==> config.mk <==
export PLATFORM = sky130hd
export DESIGN_NAME = ahb_wr_capture_flat
export DESIGN_NICKNAME = d
export VERILOG_FILES = /design/src/rtl/ahb_pkg.sv /design/src/rtl/ahb_wr_capture_if.sv /design/src/rtl/ahb_wr_fifo.sv /design/src/rtl/ahb_wr_capture.sv /design/src/flat_wrapper.sv
export SDC_FILE = /design/constraint.sdc
export NUM_CORES = 1
export LEC_CHECK = 0
export CORE_UTILIZATION = 53
export DETAILED_ROUTE_END_ITERATION = 8
export PLACE_DENSITY = 0.75
export SLEW_MARGIN = 20
export SYNTH_ARGS = -nofsm -noshare
export SYNTH_HDL_FRONTEND = slang
export SYNTH_SLANG_ARGS = --single-unit
==> constraint.sdc <==
create_clock -name HCLK -period 9.8 [get_ports HCLK]
set_input_delay 2.94 -clock HCLK [delete_from_list [all_inputs] [get_ports HCLK]]
set_output_delay 2.94 -clock HCLK [all_outputs]
set_load 0.03 [all_outputs]
==> src/rtl/ahb_pkg.sv <==
// Shared AHB encodings and the write-beat record passed from
// the capture front end to the bridge core.
package ahb_pkg;

    localparam int DATA_W = 64;
    localparam int ADDR_W = 32;
    localparam int STRB_W = DATA_W / 8;

    typedef enum logic [1:0] {
        IDLE   = 2'b00,
        BUSY   = 2'b01,
        NONSEQ = 2'b10,
        SEQ    = 2'b11
    } htrans_t;

    typedef enum logic [2:0] {
        SINGLE = 3'b000,
        INCR   = 3'b001,
        WRAP4  = 3'b010,
        INCR4  = 3'b011,
        WRAP8  = 3'b100,
        INCR8  = 3'b101,
        WRAP16 = 3'b110,
        INCR16 = 3'b111
    } hburst_t;

    typedef enum logic [2:0] {
        BYTE       = 3'b000,
        HALFWORD   = 3'b001,
        WORD       = 3'b010,
        DOUBLEWORD = 3'b011,
        FOURWORD   = 3'b100,
        EIGHTWORD  = 3'b101
    } hsize_t;

    localparam logic HRESP_OKAY  = 1'b0;
    localparam logic HRESP_ERROR = 1'b1;

    typedef enum logic [1:0] {
        DP_NONE,
        DP_WRITE,
        ERR1,
        ERR2
    } dp_state_t;

    typedef struct packed {
        logic [ADDR_W-1:0] addr;
        logic [DATA_W-1:0] data;
        logic [STRB_W-1:0] strb;
        hsize_t            size;
        hburst_t           burst;
        logic              first;
    } wr_beat_t;

endpackage

==> src/rtl/ahb_wr_capture_if.sv <==
// AHB slave-side signals plus the buffered write-beat stream.
interface ahb_wr_capture_if #(
    parameter int AHB_DATA_WIDTH    = 64,
    parameter int AHB_ADDRESS_WIDTH = 32
);
    logic                           HSEL;
    logic [AHB_ADDRESS_WIDTH-1:0]   HADDR;
    logic [AHB_DATA_WIDTH-1:0]      HWDATA;
    logic                           HWRITE;
    logic [2:0]                     HSIZE;
    logic [2:0]                     HBURST;
    logic [1:0]                     HTRANS;
    logic                           HREADY;
    logic                           HREADYOUT;
    logic                           HRESP;
    logic                           out_valid;
    logic                           out_ready;
    logic [AHB_ADDRESS_WIDTH-1:0]   out_addr;
    logic [AHB_DATA_WIDTH-1:0]      out_data;
    logic [AHB_DATA_WIDTH/8-1:0]    out_strb;
    logic [2:0]                     out_size;
    logic [2:0]                     out_burst;
    logic                           out_first;

    modport slave (
        input  HSEL, HADDR, HWDATA, HWRITE, HSIZE, HBURST,
        input  HTRANS, HREADY, out_ready,
        output HREADYOUT, HRESP, out_valid, out_addr,
        output out_data, out_strb, out_size, out_burst, out_first
    );

    modport master (
        output HSEL, HADDR, HWDATA, HWRITE, HSIZE, HBURST,
        output HTRANS, HREADY, out_ready,
        input  HREADYOUT, HRESP, out_valid, out_addr,
        input  out_data, out_strb, out_size, out_burst, out_first
    );

endinterface

==> src/rtl/ahb_wr_fifo.sv <==
// Show-ahead FIFO of write beats; the head is visible whenever
// the FIFO is non-empty and stays put until popped.
module ahb_wr_fifo
    import ahb_pkg::*;
#(
    parameter int DEPTH = 8
) (
    input  logic                     clk,
    input  logic                     rst_n,
    input  logic                     push,
    input  wr_beat_t                 push_beat,
    input  logic                     pop,
    output wr_beat_t                 head,
    output logic                     head_valid,
    output logic [$clog2(DEPTH):0]   count
);
    localparam int PW = $clog2(DEPTH);
    localparam logic [PW:0] FULL = (PW+1)'(DEPTH);

    wr_beat_t       mem [DEPTH];
    logic [PW-1:0]  wptr;
    logic [PW-1:0]  rptr;
    logic           do_push;
    logic           do_pop;

    assign do_push    = push && (count != FULL);
    assign do_pop     = pop && (count != '0);
    assign head       = mem[rptr];
    assign head_valid = (count != '0);

    always_ff @(posedge clk) begin
        if (do_push) mem[wptr] <= push_beat;
    end

    always_ff @(posedge clk or negedge rst_n) begin
        if (!rst_n) begin
            wptr  <= '0;
            rptr  <= '0;
            count <= '0;
        end else begin
            if (do_push) wptr <= wptr + 1'b1;
            if (do_pop)  rptr <= rptr + 1'b1;
            case ({do_push, do_pop})
                2'b10:   count <= count + 1'b1;
                2'b01:   count <= count - 1'b1;
                default: count <= count;
            endcase
        end
    end

endmodule

==> src/rtl/ahb_wr_capture.sv <==
// AHB write front end: pairs address and data phases, builds
// byte strobes and buffers beats; waits when full, errors on reads.
module ahb_wr_capture
    import ahb_pkg::*;
#(
    parameter int AHB_DATA_WIDTH    = 64,
    parameter int AHB_ADDRESS_WIDTH = 32,
    parameter int FIFO_DEPTH        = 8
) (
    input logic             HCLK,
    input logic             HRESETn,
    ahb_wr_capture_if.slave bus
);
    localparam int SW = AHB_DATA_WIDTH / 8;
    localparam int LW = $clog2(SW);
    localparam int CW = $clog2(FIFO_DEPTH) + 1;
    localparam logic [CW-1:0] FULL = CW'(FIFO_DEPTH);

    dp_state_t                      state;
    dp_state_t                      state_nx;
    logic [AHB_ADDRESS_WIDTH-1:0]   a_addr;
    logic [AHB_ADDRESS_WIDTH-1:0]   addr_d;
    logic [SW-1:0]                  a_strb;
    logic [SW-1:0]                  strb_d;
    hsize_t                         a_size;
    hburst_t                        a_burst;
    logic                           a_first;
    logic [LW:0]                    nb;
    logic [LW-1:0]                  lane_mask;
    logic [LW-1:0]                  lane;
    logic                           accept;
    logic                           legal;
    logic                           full;
    logic                           ready;
    logic                           resp;
    logic                           push;
    logic [CW-1:0]                  count;
    wr_beat_t                       push_beat;
    wr_beat_t                       head;
    logic                           head_valid;

    assign accept = bus.HSEL && bus.HREADY && bus.HTRANS[1];
    assign legal  = bus.HWRITE && (bus.HSIZE <= 3'(LW));
    assign full   = (count == FULL);
    assign push   = (state == DP_WRITE) && !full;

    // Strobe and alignment are only meaningful for legal sizes,
    // which is the only case in which they reach the FIFO.
    always_comb begin
        nb        = (LW+1)'(1) << bus.HSIZE;
        lane_mask = ~LW'(nb - 1'b1);
        lane      = bus.HADDR[LW-1:0] & lane_mask;
        addr_d    = {bus.HADDR[AHB_ADDRESS_WIDTH-1:LW], lane};
        for (int i = 0; i < SW; i++) begin
            strb_d[i] = (i >= int'(lane)) &&
                        (i < int'(lane) + int'(nb));
        end
    end

    always_comb begin
        ready    = 1'b1;
        resp     = HRESP_OKAY;
        state_nx = state;
        unique case (state)
            DP_NONE:  ;
            DP_WRITE: ready = !full;
            ERR1: begin
                ready = 1'b0;
                resp  = HRESP_ERROR;
            end
            ERR2:     resp = HRESP_ERROR;
        endcase
        if (state == ERR1) begin
            state_nx = ERR2;
        end else if (ready) begin
            if (!accept)    state_nx = DP_NONE;
            else if (legal) state_nx = DP_WRITE;
            else            state_nx = ERR1;
        end
    end

    always_ff @(posedge HCLK or negedge HRESETn) begin
        if (!HRESETn) begin
            state   <= DP_NONE;
            a_addr  <= '0;
            a_strb  <= '0;
            a_size  <= BYTE;
            a_burst <= SINGLE;
            a_first <= 1'b0;
        end else begin
            state <= state_nx;
            if (ready && accept) begin
                a_addr  <= addr_d;
                a_strb  <= strb_d;
                a_size  <= hsize_t'(bus.HSIZE);
                a_burst <= hburst_t'(bus.HBURST);
                a_first <= (htrans_t'(bus.HTRANS) == NONSEQ);
            end
        end
    end

    always_comb begin
        push_beat       = '0;
        push_beat.addr  = a_addr;
        push_beat.data  = bus.HWDATA;
        push_beat.strb  = a_strb;
        push_beat.size  = a_size;
        push_beat.burst = a_burst;
        push_beat.first = a_first;
    end

    ahb_wr_fifo #(
        .DEPTH (FIFO_DEPTH)
    ) u_fifo (
        .clk        (HCLK),
        .rst_n      (HRESETn),
        .push       (push),
        .push_beat  (push_beat),
        .pop        (bus.out_ready),
        .head       (head),
        .head_valid (head_valid),
        .count      (count)
    );

    assign bus.HREADYOUT = ready;
    assign bus.HRESP     = resp;
    assign bus.out_valid = head_valid;
    assign bus.out_addr  = head.addr;
    assign bus.out_data  = head.data;
    assign bus.out_strb  = head.strb;
    assign bus.out_size  = head.size;
    assign bus.out_burst = head.burst;
    assign bus.out_first = head.first;

endmodule

==> src/flat_wrapper.sv <==
// flat-port wrapper written by rule: the top's interface ports become plain ports
module ahb_wr_capture_flat import ahb_pkg::*;
#(
    parameter int AHB_DATA_WIDTH    = 64,
    parameter int AHB_ADDRESS_WIDTH = 32,
    parameter int FIFO_DEPTH        = 8
)
  (HCLK, HRESETn, bus_HSEL, bus_HADDR, bus_HWDATA, bus_HWRITE, bus_HSIZE, bus_HBURST, bus_HTRANS, bus_HREADY, bus_out_ready, bus_HREADYOUT, bus_HRESP, bus_out_valid, bus_out_addr, bus_out_data, bus_out_strb, bus_out_size, bus_out_burst, bus_out_first);
  ahb_wr_capture_if #(.AHB_DATA_WIDTH(AHB_DATA_WIDTH), .AHB_ADDRESS_WIDTH(AHB_ADDRESS_WIDTH)) bus_i ();
  input logic HCLK;
  input logic HRESETn;
  input wire logic [$bits(bus_i.HSEL)-1:0] bus_HSEL;
  input wire logic [$bits(bus_i.HADDR)-1:0] bus_HADDR;
  input wire logic [$bits(bus_i.HWDATA)-1:0] bus_HWDATA;
  input wire logic [$bits(bus_i.HWRITE)-1:0] bus_HWRITE;
  input wire logic [$bits(bus_i.HSIZE)-1:0] bus_HSIZE;
  input wire logic [$bits(bus_i.HBURST)-1:0] bus_HBURST;
  input wire logic [$bits(bus_i.HTRANS)-1:0] bus_HTRANS;
  input wire logic [$bits(bus_i.HREADY)-1:0] bus_HREADY;
  input wire logic [$bits(bus_i.out_ready)-1:0] bus_out_ready;
  output wire logic [$bits(bus_i.HREADYOUT)-1:0] bus_HREADYOUT;
  output wire logic [$bits(bus_i.HRESP)-1:0] bus_HRESP;
  output wire logic [$bits(bus_i.out_valid)-1:0] bus_out_valid;
  output wire logic [$bits(bus_i.out_addr)-1:0] bus_out_addr;
  output wire logic [$bits(bus_i.out_data)-1:0] bus_out_data;
  output wire logic [$bits(bus_i.out_strb)-1:0] bus_out_strb;
  output wire logic [$bits(bus_i.out_size)-1:0] bus_out_size;
  output wire logic [$bits(bus_i.out_burst)-1:0] bus_out_burst;
  output wire logic [$bits(bus_i.out_first)-1:0] bus_out_first;
  assign bus_i.HSEL = bus_HSEL;
  assign bus_i.HADDR = bus_HADDR;
  assign bus_i.HWDATA = bus_HWDATA;
  assign bus_i.HWRITE = bus_HWRITE;
  assign bus_i.HSIZE = bus_HSIZE;
  assign bus_i.HBURST = bus_HBURST;
  assign bus_i.HTRANS = bus_HTRANS;
  assign bus_i.HREADY = bus_HREADY;
  assign bus_i.out_ready = bus_out_ready;
  assign bus_HREADYOUT = bus_i.HREADYOUT;
  assign bus_HRESP = bus_i.HRESP;
  assign bus_out_valid = bus_i.out_valid;
  assign bus_out_addr = bus_i.out_addr;
  assign bus_out_data = bus_i.out_data;
  assign bus_out_strb = bus_i.out_strb;
  assign bus_out_size = bus_i.out_size;
  assign bus_out_burst = bus_i.out_burst;
  assign bus_out_first = bus_i.out_first;
  ahb_wr_capture #(.AHB_DATA_WIDTH(AHB_DATA_WIDTH), .AHB_ADDRESS_WIDTH(AHB_ADDRESS_WIDTH), .FIFO_DEPTH(FIFO_DEPTH)) u_core (.HCLK(HCLK), .HRESETn(HRESETn), .bus(bus_i));
endmodule
After elaboration in Yosys (flattened, before gate mapping)
Memory sizes are Yosys's and may differ from the RTL's.
Index checks and enable logic that the tools add are counted.
{"block": "word_totals", "word_cells": 71, "reg_bits": 59, "inputBits": 110, "out_inout_bits": 114, "mem_bits_rw": 888, "mem_count": 1}
{"memory": "u_core.u_fifo.mem", "depth": 8, "word_bits": 111, "read_ports": 1, "rd_clocked_by_memory_dff": 0, "wr": 1, "line": "ahb_wr_fifo.sv:20", "source": "wr_beat_t mem [DEPTH];"}
{"block": "classes", "n_addsub": 6, "reduce_logical": 19, "bitwise_logic": 2, "n_shift": 1, "mux": 9, "n_lt_le_gt_ge": 16, "eq_ne": 8}
{"cell": "< comparator 4 x 32 -> 1 bit, first input constant", "n": 4}
{"cell": "< comparator 3 x 32 -> 1 bit, first input constant", "n": 2}
{"cell": "< comparator 1 x 32 -> 1 bit, first input constant", "n": 1}
{"cell": "< comparator 2 x 32 -> 1 bit, first input constant", "n": 1}
{"cell": "logical AND 1 bit", "n": 14}
{"cell": "greater-or-equal comparator 3 bit, first input constant", "n": 3}
{"cell": "== test 2 bit, second input constant", "n": 4}
{"cell": "two-way mux 2 bit", "n": 4}
{"cell": "one-hot mux 4 bit (2 select lines)", "n": 1}
{"cell": "adder 3 x 1 -> 3 bit, second input constant", "n": 2}
{"cell": "greater-or-equal comparator 1 x 3 -> 1 bit, first input constant", "n": 2}
{"cell": "greater-or-equal comparator 2 x 3 -> 1 bit, first input constant", "n": 2}
{"cell": "adder 3 x 4 -> 5 bit", "n": 1}
{"cell": "adder 4 x 1 -> 4 bit, second input constant", "n": 1}
{"cell": "== test 2 x 1 -> 1 bit, second input constant", "n": 2}
{"cell": "== test 4 bit, second input constant", "n": 1}
{"cell": "!= test 4 bit, second input constant", "n": 1}
{"cell": "nonzero test 2 bit", "n": 2}
{"cell": "nonzero test 4 bit", "n": 1}
{"cell": "<< shifter 1 x 3 -> 4 bit, first input constant", "n": 1}
{"cell": "subtractor 4 x 1 -> 4 bit, second input constant", "n": 1}
{"cell": "AND 3 bit", "n": 1}
{"cell": "less-or-equal comparator 3 x 2 -> 1 bit, second input constant", "n": 1}
{"cell": "two-way mux 1 bit", "n": 3}
{"cell": "other kinds (5)", "n": 5}

Depth between registers and ports, before layout
Gate-level depths: netlist of run 1.
{"block": "logic_depth", "ltp_word": 7, "mapped_depth": 10, "ltp_nobuf": 10}

Cells and area by module
A second synthesis of run 1 with hierarchy kept.
{"block": "unflattened", "cells_unflattened": 1507, "area_unflattened_um2": 36287.3}
{"module": "ahb_wr_fifo", "cells_per_inst": 1347, "area_each_um2": 34147.8, "instances": 1}
{"module": "ahb_wr_capture", "cells_per_inst": 160, "area_each_um2": 2139.6, "instances": 1}

Worst setup path after synthesis of run 1
Ideal clock, no wire load.
{"block": "synth_path", "kind": "register -> register", "startpoint": "reg u_core.state[0]", "endpoint": "mem u_core.u_fifo.mem[1][0] (netlist name), enable pin", "setup_slack_ns": 0.492, "n_path_buf": 0, "t_arrival_ns": 8.592, "required_time_ns": 9.083, "period_less_slack_ns": 9.308, "path_stages_with_launch": 5, "cell_sequence": "dfrtp_1 nor2b_1 nor2b_1 nand2_1 nor3_1"}
{"block": "synth_between", "elab_chain_cells": 5}
{"element": "start: declaration", "line": "ahb_wr_capture.sv:19", "source": "dp_state_t state;"}
{"element": "start signal: assignment", "line": "ahb_wr_capture.sv:91", "source": "state <= state_nx;"}
{"element": "== test 2 x 1 -> 1 bit", "line": "ahb_wr_capture.sv:45", "source": "assign push = (state == DP_WRITE) && !full;"}
{"element": "logical AND 1 bit", "line": "ahb_wr_capture.sv:45"}
{"element": "logical AND 1 bit", "line": "ahb_wr_fifo.sv:26", "source": "assign do_push = push && (count != FULL);"}
{"element": "two-way mux 1 bit", "line": "ahb_wr_fifo.sv:32", "source": "if (do_push) mem[wptr] <= push_beat;"}
{"element": "two-way mux 1 bit (not written as such)", "line": "ahb_wr_fifo.sv:32"}
{"element": "end: declaration", "line": "ahb_wr_fifo.sv:20"}
Every way passes these cells.

Worst setup path after layout of run 1
{"block": "layout_path", "startpoint": "reg u_core.u_fifo.rptr[1]", "endpoint": "out bus_out_data[4]"}
{"block": "layout_between", "elab_chain_cells": 1}
{"element": "start: declaration", "line": "ahb_wr_fifo.sv:22", "source": "logic [PW-1:0] rptr;"}
{"element": "start signal: assignment", "line": "ahb_wr_fifo.sv:42", "source": "if (do_pop) rptr <= rptr + 1'b1;"}
{"element": "memory read (8 x 111 bit)"}
{"element": "end: declaration", "line": "flat_wrapper.sv:25", "source": "output wire logic [$bits(bus_i.out_data)-1:0] bus_out_data;"}
Every way passes these cells.

==> results of run 1 <==
==> flip-flops by register name (all words and copies together) (netlist names) <==
register             count
u_core.u_fifo.mem      888
u_core.a_addr           32
u_core.a_strb            8
u_core.u_fifo.count      4
u_core.a_burst           3
u_core.a_size            3
u_core.u_fifo.rptr       3
u_core.u_fifo.wptr       3
u_core.state             2
u_core.a_first           1
==> synthesized netlist by cell type, types with 2 or more instances <==
| library cell | count |
|---|---|
| sky130_fd_sc_hd__nor2b_1 | 4 |
| sky130_fd_sc_hd__mux2_2 | 113 |
| sky130_fd_sc_hd__mux4_2 | 222 |
| sky130_fd_sc_hd__ha_1 | 8 |
| sky130_fd_sc_hd__buf_2 | 21 |
| sky130_fd_sc_hd__nor2_1 | 11 |
| sky130_fd_sc_hd__edfxtp_1 | 888 |
| sky130_fd_sc_hd__nand2_1 | 125 |
| sky130_fd_sc_hd__nand3_1 | 4 |
| sky130_fd_sc_hd__a211o_1 | 2 |
| sky130_fd_sc_hd__nand2b_1 | 4 |
| sky130_fd_sc_hd__o21ai_0 | 6 |
| sky130_fd_sc_hd__nor3_1 | 3 |
| sky130_fd_sc_hd__a21oi_1 | 10 |
| sky130_fd_sc_hd__nor4b_1 | 3 |
| sky130_fd_sc_hd__xor2_1 | 3 |
| sky130_fd_sc_hd__xnor2_1 | 8 |
| sky130_fd_sc_hd__inv_1 | 7 |
| sky130_fd_sc_hd__dfrtp_1 | 59 |
| sky130_fd_sc_hd__clkbuf_1 | 42 |
| sky130_fd_sc_hd__or4_1 | 2 |
| sky130_fd_sc_hd__a32o_1 | 2 |
| sky130_fd_sc_hd__buf_1 | 9 |
| sky130_fd_sc_hd__o22ai_1 | 3 |
==> cell families after synthesis <==
logic type / share of synthesized area (%)
compound gates: 0.541
xor+xnor: 0.269
fa+ha+maj: 0.335
buf+inv: 0.952
flops: 78.5
mux: 17.5
simple gates: 1.91
==> worst max-delay path: cells and delay by family, from the launching register on <==
family	cells	cell delay, ns
buffers and inverters	2	1.36
DFF	1	1.06
muxes	2	0.73
==> routing by layer <==
metal  GRT usage (%)  part of all wire (%)  up-vias
met5               0                 0.038        -
met4            6.52                   2.0        4
met3            3.88                   5.7      100
met2            34.8                    51      477
met1            28.6                    41     8769
li1                -                     -     7089
==> per-stage QoR <==
step	utilization, %	std cells
3_3_place_gp	58.5	2623
3_5_place_dp	58.5	2623
2_1_floorplan	-	1576
5_1_grt	63.1	2797
6_report	63.1	2800
4_1_cts	63.0	2794
==> worst max-delay path by stage <==
stage,startpoint,endpoint,slack [ns],cells past startpoint
final,u_core.u_fifo.rptr[1]$_DFFE_PN0P_,bus_out_data[4],2.90,4
after global placement,u_core.u_fifo.rptr[0]$_DFFE_PN0P_,bus_out_data[24],3.53,4
after floorplan,u_core.state[0]$_DFFE_PN0P_,u_core.u_fifo.mem[1][0]$_DFFE_PP_,0.49,4
after global routing,u_core.u_fifo.rptr[0]$_DFFE_PN0P_,bus_out_data[4],2.72,4
after CTS,u_core.u_fifo.rptr[1]$_DFFE_PN0P_,bus_out_addr[25],2.84,4
after detailed placement,u_core.u_fifo.rptr[1]$_DFFE_PN0P_,bus_out_addr[31],3.53,4
==> report_power, final <==
group | internal, W | switching [W] | leakage [nW] | total [W]
logic | 0.00200 | 0.00223 | 3.51 | 0.00423
registers | 0.00507 | 0.000393 | 8.77 | 0.00546
clock network | 0.00211 | 0.00143 | 1.51 | 0.00354
==> area by class of cell <==
| cell class | instances | area share [%] |
|---|---|---|
| Sequential cell | 947 | 66.5 |
| Multi-Input combinational cell | 548 | 17.6 |
| Clock buffer | 126 | 6.20 |
| Timing Repair Buffer | 250 | 5.96 |
| Tap cell | 873 | 2.58 |
| Clock inverter | 45 | 1.07 |
| Inverter | 7 | 0.0621 |
| Antenna cell | 4 | 0.0236 |
==> results_dict.tcl, run 1 <==
set metrics [dict create \
    cts-buffers-inserted 94 \
    clock-root-buffer "sky130_fd_sc_hd__clkbuf_16" \
    crit-reg2reg-capture "u_core.u_fifo.mem[1][24]$_DFFE_PP_" \
    area_of_the_multi_input_gates_sq_um 7450 \
    cts.hold.buffers_added 0 \
    post_route_cells_drive_above_1_share_pct 26.7 \
    ioPinCount 224 \
    worst_hold_path_type "reg2reg" \
    area_delta_synth_final_pct 18.0 \
    globalRoute.totalOverflow 0 \
    tritoncts_clock_tree "built" \
    worst_ir_drop_vdd_mv 0.242 \
    final_wl_mm 71.7 \
    std_cell_rows 95 \
    grt_setup_unrepaired "no" \
    regToRegStartpoint "u_core.state[1]$_DFFE_PN0P_" \
    grt.total_usage_pct 21.0 \
    synth_seq_cells 947 \
    cts.repair_timing.setup_buffer_count 0 \
    worst-endpoint-arrival_ns 3.96 \
    synth.area.top_cells "sky130_fd_sc_hd__edfxtp_1 74%, sky130_fd_sc_hd__mux4_2 14%, sky130_fd_sc_hd__dfrtp_1 4.1%" \
    layout.filler_cells 4448 \
    dieWidth_um 262 \
    portion_of_the_post_synthesis_area_used_by_sequential_elements_pct 78.5 \
    firstDrtPassIters 5 \
    post-synth-top-area-fraction_pct 74.4 \
    worst_skew_pair.late_latency_ns 0.62 \
    post_route_total_power_w 0.0132 \
    worst_r2r_path_depth 5 \
    final_period_minus_worst_setup_slack_ns 6.90 \
    critPathKind "reg2out" \
    synth_area_leader_cell "sky130_fd_sc_hd__edfxtp_1" \
    avgRoutedWirePerCell_um 25.6 \
    timing.hold.worst.start "u_core.u_fifo.count[3]$_DFFE_PN0P_" \
    placed_cell_area_sq_um 39200 \
    cts_sinks 947 \
    timing.final.ws_setup_ns 2.90 \
    globalplace.congestion 0.714 \
    fp.dieH_um 262 \
    grt_antenna_before_repair 3 \
    critical_path.startpoint_type "register" \
    cellLeakagePower_nw 13.8 \
    tightest_slew_ns 1.11 \
    final.period_utilization_pct 70.4 \
    h-tree-depth 3 \
    slew_viol_final 0 \
    final_common_cell "sky130_fd_sc_hd__edfxtp_1" \
    yosysWarningCount 0 \
    hold_path_end "u_core.u_fifo.count[3]$_DFFE_PN0P_" \
    routed-via-count 16400 \
    critical_path_required_ns 6.86 \
    setup_tns_ns 0 \
    die-area_sq_um 68700 \
    postSynth.asyncResetShare_pct 6.23 \
    maximum_number_of_pins_on_one_net_before_global_route_repair 163 \
    detail_route.iter0.violations 1391 \
    floorplan.initialDensity_pct 53.5 \
    mostFrequentLayoutCells "888 x sky130_fd_sc_hd__edfxtp_1, 222 x sky130_fd_sc_hd__mux4_2, 222 x sky130_fd_sc_hd__clkdlybuf4s50_1" \
    synth.avg_cell_area_sq_um 22.8 \
    crit_path_top_delay_cell "sky130_fd_sc_hd__dfrtp_4" \
    syn_inst 1576 \
    holdWs_ns 0.500 \
    hold_violations 0 \
    final_nets 1967 \
    synth.cell_area_sq_um 35900 \
    postcts_resize_cnt 0 \
    post_synth_num_cell_types 41 \
    final_cell_area_sq_um 42300 \
    postSynth.topFlopCell "sky130_fd_sc_hd__edfxtp_1" \
    setup.reg_to_reg.worst_slack_ns 5.95 \
    floorplan.core_area_sq_um 67000 \
    grt_first_pass_wirelength_mm 106 \
    maxCapViolCount 0 \
    synth.net_count 1695 \
    cellPowerDensity_nw_per_um2 313 \
    synth-edff-count 888 \
    max_freq_mhz 145 \
    slowest_delay_ns 1.06 \
    detailed_place_hpwl_mm 37.5 \
    remaining_drc_errors 0 \
    ant_nets 0 \
    place_ws_ns 3.53 \
    grt_pass1_vias 17400 \
    whs_path_depth 1 \
    path_clk_slew_ns 0.06 \
    cp-end-kind "output port" \
    ctsLongestPathBuffers 3 \
    timing.final.setup_violations 0 \
    timing.critical_path.fanout_max 162 \
    final.setup_skew_ns 0.0108 \
    viasPerCell 5.87 \
    max_slew_headroom_at_the_worst_pin_pct 26.2 \
    crit_path_cell_trace "buf_12 > mux4_2 > mux2_2 > clkdlybuf4s50_1" \
    run_status "completed" \
    numPortBuffers 223 \
    area.sequential_sq_um 28200 \
]
No activity file was read; power rests on OpenSTA's default activity.
==> run 2, diff against run 1 <==
--- a/config.mk
+++ b/config.mk
@@ -5,9 +5,9 @@
 export SDC_FILE = /design/constraint.sdc
 export NUM_CORES = 1
 export LEC_CHECK = 0
-export CORE_UTILIZATION = 53
+export CORE_UTILIZATION = 59
 export DETAILED_ROUTE_END_ITERATION = 8
-export PLACE_DENSITY = 0.75
+export PLACE_DENSITY = 0.79
 export SLEW_MARGIN = 20
 export SYNTH_ARGS = -nofsm -noshare
 export SYNTH_HDL_FRONTEND = slang
==> constraint.sdc (replaced) <==
create_clock -name HCLK -period 6.5 [get_ports HCLK]
set_input_delay 1.95 -clock HCLK [delete_from_list [all_inputs] [get_ports HCLK]]
set_output_delay 1.95 -clock HCLK [all_outputs]
set_load 0.03 [all_outputs]
==> run 2 against run 1 <==
  * Hold slack got worse by 0.019 ns
  * Combinational power rose by 52%
  * Sequential power rose by 52%
  * Utilization rose by 7.0 points
  * Largest cell class unchanged
  * Sequential share of layout area rose by 0.11 points
  * Wire length rose by 1.2%
==> results_dict.tcl, run 2 (synthesis results as in run 1) <==
set metrics [dict create \
    numPortBuffers 223 \
    critical_path.startpoint_type "register" \
    viasPerCell 6.15 \
    max_freq_mhz 184 \
    power.combinational.fraction_pct 32.1 \
    sw_share_pct 30.8 \
    hold_violations 0 \
    run_status "completed" \
    avgRoutedWirePerCell_um 26.8 \
    biggestRegsByFlops "u_core.u_fifo.mem x888, u_core.a_addr x32, u_core.a_strb x8" \
    switchingPower_w 0.00616 \
    detailed_place_hpwl_mm 37.6 \
    ant_nets 0 \
    crit_path_cell_trace "buf_4 > mux4_2 > mux2_2 > clkdlybuf4s50_1" \
    slowest_delay_ns 0.84 \
    globalplace.congestion 0.725 \
    cts.hold.buffers_added 0 \
    cellLeakagePower_nw 13.8 \
    setup.reg_to_reg.worst_slack_ns 2.80 \
    postcts_resize_cnt 0 \
    cts.repair_timing.setup_buffer_count 0 \
    slew_viol_final 0 \
    setup_tns_ns 0 \
    worst_ir_drop_vdd_mv 0.380 \
    mostFrequentLayoutCells "888 x sky130_fd_sc_hd__edfxtp_1, 222 x sky130_fd_sc_hd__mux4_2, 222 x sky130_fd_sc_hd__clkdlybuf4s50_1" \
    maxCapViolCount 0 \
    holdWs_ns 0.482 \
    clock-root-buffer "sky130_fd_sc_hd__clkbuf_16" \
    timing.final.setup_violations 0 \
    post_route_cells_drive_above_1_share_pct 27.3 \
    p_int_w 0.0138 \
    final_cell_area_sq_um 42300 \
    remaining_drc_errors 0 \
    timing.critical_path.fanout_max 31 \
    floorplan.initialDensity_pct 59.5 \
    largest_register_ff_count 888 \
    floorplan.core_area_sq_um 60200 \
    crit-reg2reg-capture "u_core.u_fifo.mem[1][18]$_DFFE_PP_" \
    area_delta_synth_final_pct 17.8 \
    worst_hold_path_type "reg2reg" \
    dieWidth_um 249 \
    worst_r2r_path_depth 5 \
    max_slew_headroom_at_the_worst_pin_pct 27.1 \
    worst-endpoint-arrival_ns 3.48 \
    whs_path_depth 1 \
    grt_antenna_before_repair 2 \
    detail_route.iter0.violations 1367 \
    fp.dieH_um 249 \
    final.setup_skew_ns 0.0169 \
    maximum_number_of_pins_on_one_net_before_global_route_repair 83 \
    final_nets 1970 \
    fin_util_pct 70.1 \
    regToRegStartpoint "u_core.state[0]$_DFFE_PN0P_" \
    cts_sinks 947 \
    routed-via-count 16700 \
    final_wl_mm 72.6 \
    timing.hold.worst.start "u_core.u_fifo.count[3]$_DFFE_PN0P_" \
    cts-buffers-inserted 90 \
    ctsLongestPathBuffers 3 \
    critPathKind "reg2out" \
    globalRoute.totalOverflow 0 \
    grt_setup_unrepaired "no" \
    cp-end-kind "output port" \
    grt_pass1_vias 17700 \
    final_common_cell "sky130_fd_sc_hd__edfxtp_1" \
    final.period_utilization_pct 83.5 \
    final_period_minus_worst_setup_slack_ns 5.43 \
    clockPowerShare_pct 26.5 \
    ioPinCount 224 \
    hold_path_end "u_core.u_fifo.count[3]$_DFFE_PN0P_" \
    std_cell_rows 90 \
    worst_skew_pair.late_latency_ns 0.62 \
    die-area_sq_um 61800 \
    grt.total_usage_pct 24.0 \
    regMostFlops "u_core.u_fifo.mem" \
    portion_of_total_power_attributed_to_sequential_cells_pct 41.4 \
    h-tree-depth 3 \
    tritoncts_clock_tree "built" \
    placed_cell_area_sq_um 39200 \
    path_clk_slew_ns 0.06 \
    tightest_slew_ns 1.09 \
    firstDrtPassIters 5 \
    critical_path_required_ns 4.55 \
    crit_path_top_delay_cell "sky130_fd_sc_hd__dfrtp_4" \
    cellPowerDensity_nw_per_um2 473 \
    grt_first_pass_wirelength_mm 109 \
    layout.filler_cells 3397 \
]
run 2: area by class of cell:
class / instances / area (sq um) / share of cell area, %
flip-flops and latches: 947 / 28200 / 66.6
multi-input cells: 548 / 7470 / 17.7
repair buffers: 257 / 2590 / 6.14
well taps: 782 / 978 / 2.32
inverters: 7 / 26.3 / 0.0622
clock inverters: 54 / 583 / 1.38
diodes: 3 / 7.51 / 0.0178
clock buffers: 113 / 2450 / 5.80
run 2: critical path, delay by kind of cell, from the launching register on:
kind	cells	cell delay [ns]
buf+inv	2	1.10
flops	1	0.84
mux	2	0.90
run 2: stage by stage:
stage | setup WS [ns] | power (W) | instances
after floorplan | 0.171 | 0.0125 | 1576
after global placement | 1.67 | 0.0147 | 2541
after detailed placement | 1.64 | 0.0148 | 2541
after CTS | 0.958 | 0.0202 | 2708
after global routing | 0.879 | 0.0207 | 2709
final | 1.07 | 0.0200 | 2711
run 2: power by group through the flow:
stage / Clock [W] / Sequential [W] / Combinational [W]
floorplan: 0 / 0.00810 / 0.00443
global placement: 0 / 0.00832 / 0.00640
detailed placement: 0 / 0.00840 / 0.00644
CTS: 0.00539 / 0.00829 / 0.00651
global route: 0.00561 / 0.00837 / 0.00675
finish: 0.00531 / 0.00828 / 0.00641
run 2: worst max-delay path by stage:
stage / to / from / slack, ns / cells after the start
CTS: bus_out_data[9] / u_core.u_fifo.rptr[0]$_DFFE_PN0P_ / 0.96 / 4
floorplan: u_core.u_fifo.mem[7][0]$_DFFE_PP_ / u_core.state[0]$_DFFE_PN0P_ / 0.17 / 4
detailed placement: bus_out_data[9] / u_core.u_fifo.rptr[0]$_DFFE_PN0P_ / 1.64 / 4
global placement: bus_out_first / u_core.u_fifo.rptr[0]$_DFFE_PN0P_ / 1.67 / 4
finish: bus_out_data[9] / u_core.u_fifo.rptr[0]$_DFFE_PN0P_ / 1.07 / 4
global route: bus_out_data[9] / u_core.u_fifo.rptr[0]$_DFFE_PN0P_ / 0.88 / 4
run 2: routing by layer:
metal / global-route usage [%] / up-vias / wire length (um)
met5: 0 / - / 13
met4: 7.76 / 2 / 1610
met3: 3.89 / 117 / 4830
met2: 39.6 / 700 / 36400
met1: 33.5 / 8761 / 29700
li1: - / 7091 / -
